[config.mk]
export PLATFORM = sky130hd
export DESIGN_NAME = fetch_stage_flat
export DESIGN_NICKNAME = d
export VERILOG_FILES = /design/src/rtl/fetch_stage_if.sv /design/src/rtl/fetch_stage.sv /design/src/flat_wrapper.sv
export SDC_FILE = /design/constraint.sdc
export NUM_CORES = 1
export LEC_CHECK = 0
export CAP_MARGIN = 20
export CORE_MARGIN = 2
export CORE_UTILIZATION = 35
export DETAILED_ROUTE_END_ITERATION = 12
export GPL_ROUTABILITY_DRIVEN = 0
export PLACE_DENSITY = 0.65
export SETUP_SLACK_MARGIN = 0.02
export SLEW_MARGIN = 30
export SYNTH_ARGS = -nofsm -noshare
export SYNTH_HDL_FRONTEND = slang
export SYNTH_SLANG_ARGS = --single-unit
[constraint.sdc]
create_clock -name clk -period 3.8 [get_ports clk]
set_input_delay 0.57 -clock clk [delete_from_list [all_inputs] [get_ports clk]]
set_output_delay 0.57 -clock clk [all_outputs]
set_load 0.01 [all_outputs]
[src/rtl/fetch_stage_if.sv]
// Signal bundle between the fetch stage and its surroundings (decode, IF/ID, IM, CP0).
interface fetch_stage_if;
    logic        enable;
    logic        req;
    logic        eret;
    logic [31:0] epc_i;
    logic        br_taken_i;
    logic [31:0] br_target_i;
    logic        d_is_jump_i;
    logic [31:0] im_rdata_i;
    logic [31:0] i_addr_o;
    logic [31:0] instr_o;
    logic [31:0] pc_o;
    logic [31:0] pc4_o;
    logic [4:0]  e_code_o;
    logic        bd_o;
    logic [31:0] fetch_cnt_o;

    modport master (
        input  enable, req, eret, epc_i, br_taken_i, br_target_i, d_is_jump_i, im_rdata_i,
        output i_addr_o, instr_o, pc_o, pc4_o, e_code_o, bd_o, fetch_cnt_o
    );

    modport slave (
        output enable, req, eret, epc_i, br_taken_i, br_target_i, d_is_jump_i, im_rdata_i,
        input  i_addr_o, instr_o, pc_o, pc4_o, e_code_o, bd_o, fetch_cnt_o
    );
endinterface

[src/rtl/fetch_stage.sv]
// Instruction-fetch stage: PC register, next-PC selection, stalled-redirect capture
// and fetch address checking.
module fetch_stage #(
    parameter logic [31:0] RESET_PC   = 32'h0000_3000,
    parameter logic [31:0] HANDLER_PC = 32'h0000_4180,
    parameter logic [31:0] IM_LO      = 32'h0000_3000,
    parameter logic [31:0] IM_HI      = 32'h0000_6FFC
) (
    input  logic          clk,
    input  logic          reset,
    fetch_stage_if.master fif
);

    logic [31:0] pc_q, pc_d;
    logic [31:0] pend_tgt_q, pend_tgt_d;
    logic        pend_vld_q, pend_vld_d;
    logic [31:0] fetch_cnt_q, fetch_cnt_d;
    logic        addr_err;

    always_comb begin
        pc_d        = pc_q;
        pend_vld_d  = pend_vld_q;
        pend_tgt_d  = pend_tgt_q;
        fetch_cnt_d = fetch_cnt_q;

        if (fif.req) begin
            pc_d       = HANDLER_PC;
            pend_vld_d = 1'b0;
        end else if (fif.eret) begin
            pc_d       = fif.epc_i;
            pend_vld_d = 1'b0;
        end else if (fif.enable && fif.br_taken_i) begin
            pc_d       = fif.br_target_i;
            pend_vld_d = 1'b0;
        end else if (fif.enable && pend_vld_q) begin
            pc_d       = pend_tgt_q;
            pend_vld_d = 1'b0;
        end else if (fif.enable) begin
            pc_d = pc_q + 32'd4;
        end

        // A branch resolved while stalled must not be lost; replay it on the next advance.
        if (!fif.enable && fif.br_taken_i && !fif.req && !fif.eret) begin
            pend_vld_d = 1'b1;
            pend_tgt_d = fif.br_target_i;
        end

        if (fif.enable && !fif.req && !fif.eret) begin
            fetch_cnt_d = fetch_cnt_q + 32'd1;
        end
    end

    always_ff @(posedge clk or posedge reset) begin
        if (reset) begin
            pc_q        <= RESET_PC;
            pend_vld_q  <= 1'b0;
            pend_tgt_q  <= 32'd0;
            fetch_cnt_q <= 32'd0;
        end else begin
            pc_q        <= pc_d;
            pend_vld_q  <= pend_vld_d;
            pend_tgt_q  <= pend_tgt_d;
            fetch_cnt_q <= fetch_cnt_d;
        end
    end

    assign addr_err = (pc_q[1:0] != 2'b00) || (pc_q < IM_LO) || (pc_q > IM_HI);

    always_comb begin
        fif.i_addr_o    = pc_q;
        fif.pc_o        = pc_q;
        fif.pc4_o       = pc_q + 32'd4;
        fif.bd_o        = fif.d_is_jump_i;
        fif.fetch_cnt_o = fetch_cnt_q;
        fif.instr_o     = fif.im_rdata_i;
        fif.e_code_o    = 5'd0;
        // Bad fetch address: tag AdEL and hand a nop downstream.
        if (addr_err) begin
            fif.instr_o  = 32'd0;
            fif.e_code_o = 5'd4;
        end
    end

endmodule

[src/flat_wrapper.sv]
// flat-port wrapper written by rule: the top's interface ports become plain ports
module fetch_stage_flat 
#(
    parameter logic [31:0] RESET_PC   = 32'h0000_3000,
    parameter logic [31:0] HANDLER_PC = 32'h0000_4180,
    parameter logic [31:0] IM_LO      = 32'h0000_3000,
    parameter logic [31:0] IM_HI      = 32'h0000_6FFC
)
  (clk, reset, fif_enable, fif_req, fif_eret, fif_epc_i, fif_br_taken_i, fif_br_target_i, fif_d_is_jump_i, fif_im_rdata_i, fif_i_addr_o, fif_instr_o, fif_pc_o, fif_pc4_o, fif_e_code_o, fif_bd_o, fif_fetch_cnt_o);
  fetch_stage_if fif_i ();
  input  logic clk;
  input  logic reset;
  input wire logic [$bits(fif_i.enable)-1:0] fif_enable;
  input wire logic [$bits(fif_i.req)-1:0] fif_req;
  input wire logic [$bits(fif_i.eret)-1:0] fif_eret;
  input wire logic [$bits(fif_i.epc_i)-1:0] fif_epc_i;
  input wire logic [$bits(fif_i.br_taken_i)-1:0] fif_br_taken_i;
  input wire logic [$bits(fif_i.br_target_i)-1:0] fif_br_target_i;
  input wire logic [$bits(fif_i.d_is_jump_i)-1:0] fif_d_is_jump_i;
  input wire logic [$bits(fif_i.im_rdata_i)-1:0] fif_im_rdata_i;
  output wire logic [$bits(fif_i.i_addr_o)-1:0] fif_i_addr_o;
  output wire logic [$bits(fif_i.instr_o)-1:0] fif_instr_o;
  output wire logic [$bits(fif_i.pc_o)-1:0] fif_pc_o;
  output wire logic [$bits(fif_i.pc4_o)-1:0] fif_pc4_o;
  output wire logic [$bits(fif_i.e_code_o)-1:0] fif_e_code_o;
  output wire logic [$bits(fif_i.bd_o)-1:0] fif_bd_o;
  output wire logic [$bits(fif_i.fetch_cnt_o)-1:0] fif_fetch_cnt_o;
  assign fif_i.enable = fif_enable;
  assign fif_i.req = fif_req;
  assign fif_i.eret = fif_eret;
  assign fif_i.epc_i = fif_epc_i;
  assign fif_i.br_taken_i = fif_br_taken_i;
  assign fif_i.br_target_i = fif_br_target_i;
  assign fif_i.d_is_jump_i = fif_d_is_jump_i;
  assign fif_i.im_rdata_i = fif_im_rdata_i;
  assign fif_i_addr_o = fif_i.i_addr_o;
  assign fif_instr_o = fif_i.instr_o;
  assign fif_pc_o = fif_i.pc_o;
  assign fif_pc4_o = fif_i.pc4_o;
  assign fif_e_code_o = fif_i.e_code_o;
  assign fif_bd_o = fif_i.bd_o;
  assign fif_fetch_cnt_o = fif_i.fetch_cnt_o;
  fetch_stage #(.RESET_PC(RESET_PC), .HANDLER_PC(HANDLER_PC), .IM_LO(IM_LO), .IM_HI(IM_HI)) u_core (.clk(clk), .reset(reset), .fif(fif_i));
endmodule
======== After elaboration in Yosys (flattened, before gate mapping) ========
Cells that the tools add are included.
storage, ports and cells
  bits in registers ....................... 97
  output and inout port bits .............. 166
  bits of input ports ..................... 103
  word-level logic and storage cells ...... 35
cells by class
  mux-type cells .......................... 12
  reductions and logical operators ........ 15
  $add $sub $neg .......................... 2
  order comparisons ....................... 2
operators with widths
  kind                     number
  $mux W32                 6
  $add A32 B1 Y32 const B  1
  $add A32 B3 Y32 const B  1
  $gt A32 B15 Y1 const B   1
  $lt A32 B14 Y1 const B   1
  $reduce_bool A5 Y1       2
  $logic_and A1 B1 Y1      7
  $mux W1                  5
  $logic_not A1 Y1         3
  $mux W3                  1
  $logic_or A1 B1 Y1       2
  $reduce_bool A2 Y1       1

======== Depth between registers and ports, before layout ========
  depth in word-level cells ............... 6
  mapped depth ............................ 8
  gate-level depth less buffers ........... 6

======== Worst setup path before layout ========
No wires, ideal clock.
  path kind ............................... register to output
  from .................................... register u_core.pc_q[2], in the netlist u_core.fif.i_addr_o[2]
  to ...................................... output fif_pc4_o[22]
  arrival ................................. 1.800 ns
  data required time ...................... 3.230 ns
  slack ................................... 1.430 ns
  buffers on the path ..................... 0
  cell stages (with the launch flop) ...... 6
  cells stage by stage .................... dfrtp_1 > ha_1 > and4_1 > nand3_1 > o31a_2 > or2_2
on the way
  longest elaborated chain between the ends .. 1
ends and longest elaborated chain
  what                    line                source
  from (decl)             fetch_stage.sv:14   logic [31:0] pc_q, pc_d;
  from (signal assigned)  fetch_stage.sv:60   pc_q <= pc_d;
  $add A32 B3 Y32         fetch_stage.sv:72   fif.pc4_o = pc_q + 32'd4;
  to (decl)               flat_wrapper.sv:24  output wire logic [$bits(fif_i.pc4_o)-1:0] fif_pc4_o;
Every way passes these cells.

======== Worst setup path after layout ========
Ends and elaborated chain as after synthesis.

==> out/results.tsv <==
metric	value	unit
status	finished clean	
setup-violations-final	0	
rows	48	
cts_setup_buffers	0	
relSlewSlack	43.6	%
drc	0	
cts_buffers	9	
dr.pass1.iters	5	
clock_latency	360	ps
required	3230	ps
fin_tns_setup	0	ps
ctsHoldBuffers	0	
synth_top_area_cell	dfrtp_1	
grt_usage	24.2	%
die_h	138	um
rsz0062_at_grt	false	
htreeDepth	3	
num_vias	6150	
avgSynthCellArea	9.29	um^2
cp_max_fo	9	
drv_cap	0	
final_max_slew_viol_count	0	
worstPathArrival	3020	ps
start_kind	flop	
cts.sinks	97	
finalCritPeriodShare	94.5	%
cts_tree	done	
routed_wl	23300	um
initial_core_util	36.0	%
slowest_delay	490	ps
clock-root-buffer	clkbuf_16	
clk_path_buf_depth	2	
grt_first_pass_wirelength	33900	um
crit_path_cell_trace	ha_1 -> and4_1 -> nand3_1 -> o31a_2 -> or2_2 -> clkdlybuf4s50_1	
netlist_area	6250	um^2
power	3060	uW
netlist.area_leader.share	38.0	%
holdCritPathClass	reg -> reg	
register_area	2430	um^2
initialDrtViolationCount	510	
io_buffers	262	
worst_pin_slew	843	ps
clock.fmax	278	MHz
synth_edf_count	0	
cts_resized	0	
cp_top_family	simple AND/OR/NAND/NOR gates	
slowest_stage	dfrtp_1	
dp_hpwl	17400	um
fin_crit	3590	ps
leakagePower	0.00363	uW
crit_buf_inv	1	
ys_seq_area_share	38.9	%
crit_type	reg -> out	
finalHoldViolCount	0	
fill_cells	1648	
wire_per_inst	20.8	um
die_x	138	um
clk_pin_slew	70	ps
core_area	17400	um^2
multi_input_area	3270	um^2
vias_per_cell	5.49	
powerDensity	335	nW/um^2
r2r_slack	1440	ps
max-vdd-ir-drop	0.000216	V
ant_nets	0	
final_net_count	995	
grt_pass1_vias	5780	
antenna_found_initial	0	
synthCells	673	
n_antenna_cell	0	
skew	8.46	ps
synth_ff_type	dfrtp_1	
drive_above_1_share	11.1	%
synthArstFlopShare	100	%
synthTopCellsByArea	dfrtp_1 (38%), xnor2_1 (6.2%), mux2_2 (5.9%), buf_4 (4.9%), and2_1 (3.9%)	
boundaryPins	269	
syn_to_final_growth	46.3	%
ys_warn_count	0	
synth.distinct_cells	71	
dieArea	18900	um^2
endpoint_kind	output port	
ys_ff_latch	97	
grt_max_degree	98	
overflow	0	
[placed cells by master, fill, tap and decap left out, types with 3 or more instances in the layout]
master	n
and3_1	14
o22a_1	3
clkbuf_16	9
a221oi_1	13
inv_1	13
clkdlybuf4s50_1	262
and2_1	39
o21ai_0	29
buf_4	20
clkbuf_8	3
o211ai_1	12
xor2_1	9
nor3_1	17
xnor2_1	44
nor4_1	12
nand3_1	36
a21oi_1	22
nand2b_1	4
and4_1	9
o22ai_1	3
or3_1	8
o31ai_1	5
nand2_1	52
nor2_1	30
nor2b_1	4
conb_1	4
mux2_2	33
a31oi_1	3
dfrtp_1	95
or2_2	6
nor4_4	3
nand4_1	14
a22o_1	5
and3_2	3
a211oi_1	7
[layout make-up]
class	count	share of cell area, %
inverters	15	0.643
well taps	225	3.08
multi-input cells	484	35.7
clock inverters	3	0.506
flip-flops and latches	97	26.6
repair buffers	283	30.5
clock buffers	13	2.95
[Yosys cell counts, types with 18 or more instances]
cell type  instances
mux2_2            33
a21oi_1           22
xnor2_1           44
buf_4             41
dfrtp_1           95
nand3_1           36
and2_1            39
nand2_1           52
clkbuf_1          25
o21ai_0           29
nor3_1            18
nor2_1            31
[power by group]
group	total, uW	internal [uW]	leakage (uW)	switching, uW
Clock	984	567	0.000152	416
Sequential	1300	1160	0.00124	139
Combinational	780	446	0.00224	335
[worst paths after layout]
| check | startpoint | cells past startpoint | to |
|---|---|---|---|
| worst max-delay path | u_core.fif.i_addr_o[2] | 6 | fif_pc4_o[22] |
| max in group asynchronous | reset | 3 | u_core.fif.i_addr_o[19] |
| worst min-delay path | u_core.fif.fetch_cnt_o[27] | 1 | u_core.fif.fetch_cnt_o[27] |
| worst max register to register | u_core.fif.i_addr_o[2] | 6 | u_core.fif.i_addr_o[22] |
| min in group asynchronous | reset | 3 | u_core.fif.fetch_cnt_o[1] |
| worst min register to register | u_core.fif.fetch_cnt_o[27] | 1 | u_core.fif.fetch_cnt_o[27] |
[cells by family after synthesis]
| group | count (synthesis) | synth area share [%] |
|---|---|---|
| AOI/OAI and AO/OA | 129 | 14.3 |
| xor gates and xnor gates | 54 | 7.69 |
| adders and majority gates | 2 | 0.400 |
| buffers and inverters | 95 | 9.17 |
| DFF | 97 | 38.9 |
| muxes | 34 | 6.10 |
| other | 1 | 0.0600 |
| and+or+nand+nor | 261 | 23.4 |
[through the flow]
step	hold WS (ps)	setup slack, ps	utilization [%]	area [um^2]	std cells
after floorplan	472	700	-	6260	676
after CTS	497	228	52.7	9150	1120
after global placement	464	689	50.9	8830	1104
after detailed placement	487	632	50.9	8830	1104
final	494	209	52.7	9150	1120
after global routing	505	104	52.7	9150	1120
[state kept, by name (all words and copies together) (netlist names)]
name,flops
u_core.fif.fetch_cnt_o,32
u_core.fif.i_addr_o,32
u_core.pend_tgt_q,32
u_core.pend_vld_q,1
[per-layer routing]
layer | vias up | GRT usage, % | share of wire (%) | routed length [um]
met3 | 39 | 5.11 | 9.7 | 2270
met1 | 2957 | 31.3 | 40 | 9440
met5 | - | 0 | 0 | 0
met2 | 331 | 39.2 | 47 | 10900
li1 | 2823 | - | - | -
met4 | 0 | 10.3 | 2.9 | 675
Power figures use the tool's default switching activity.
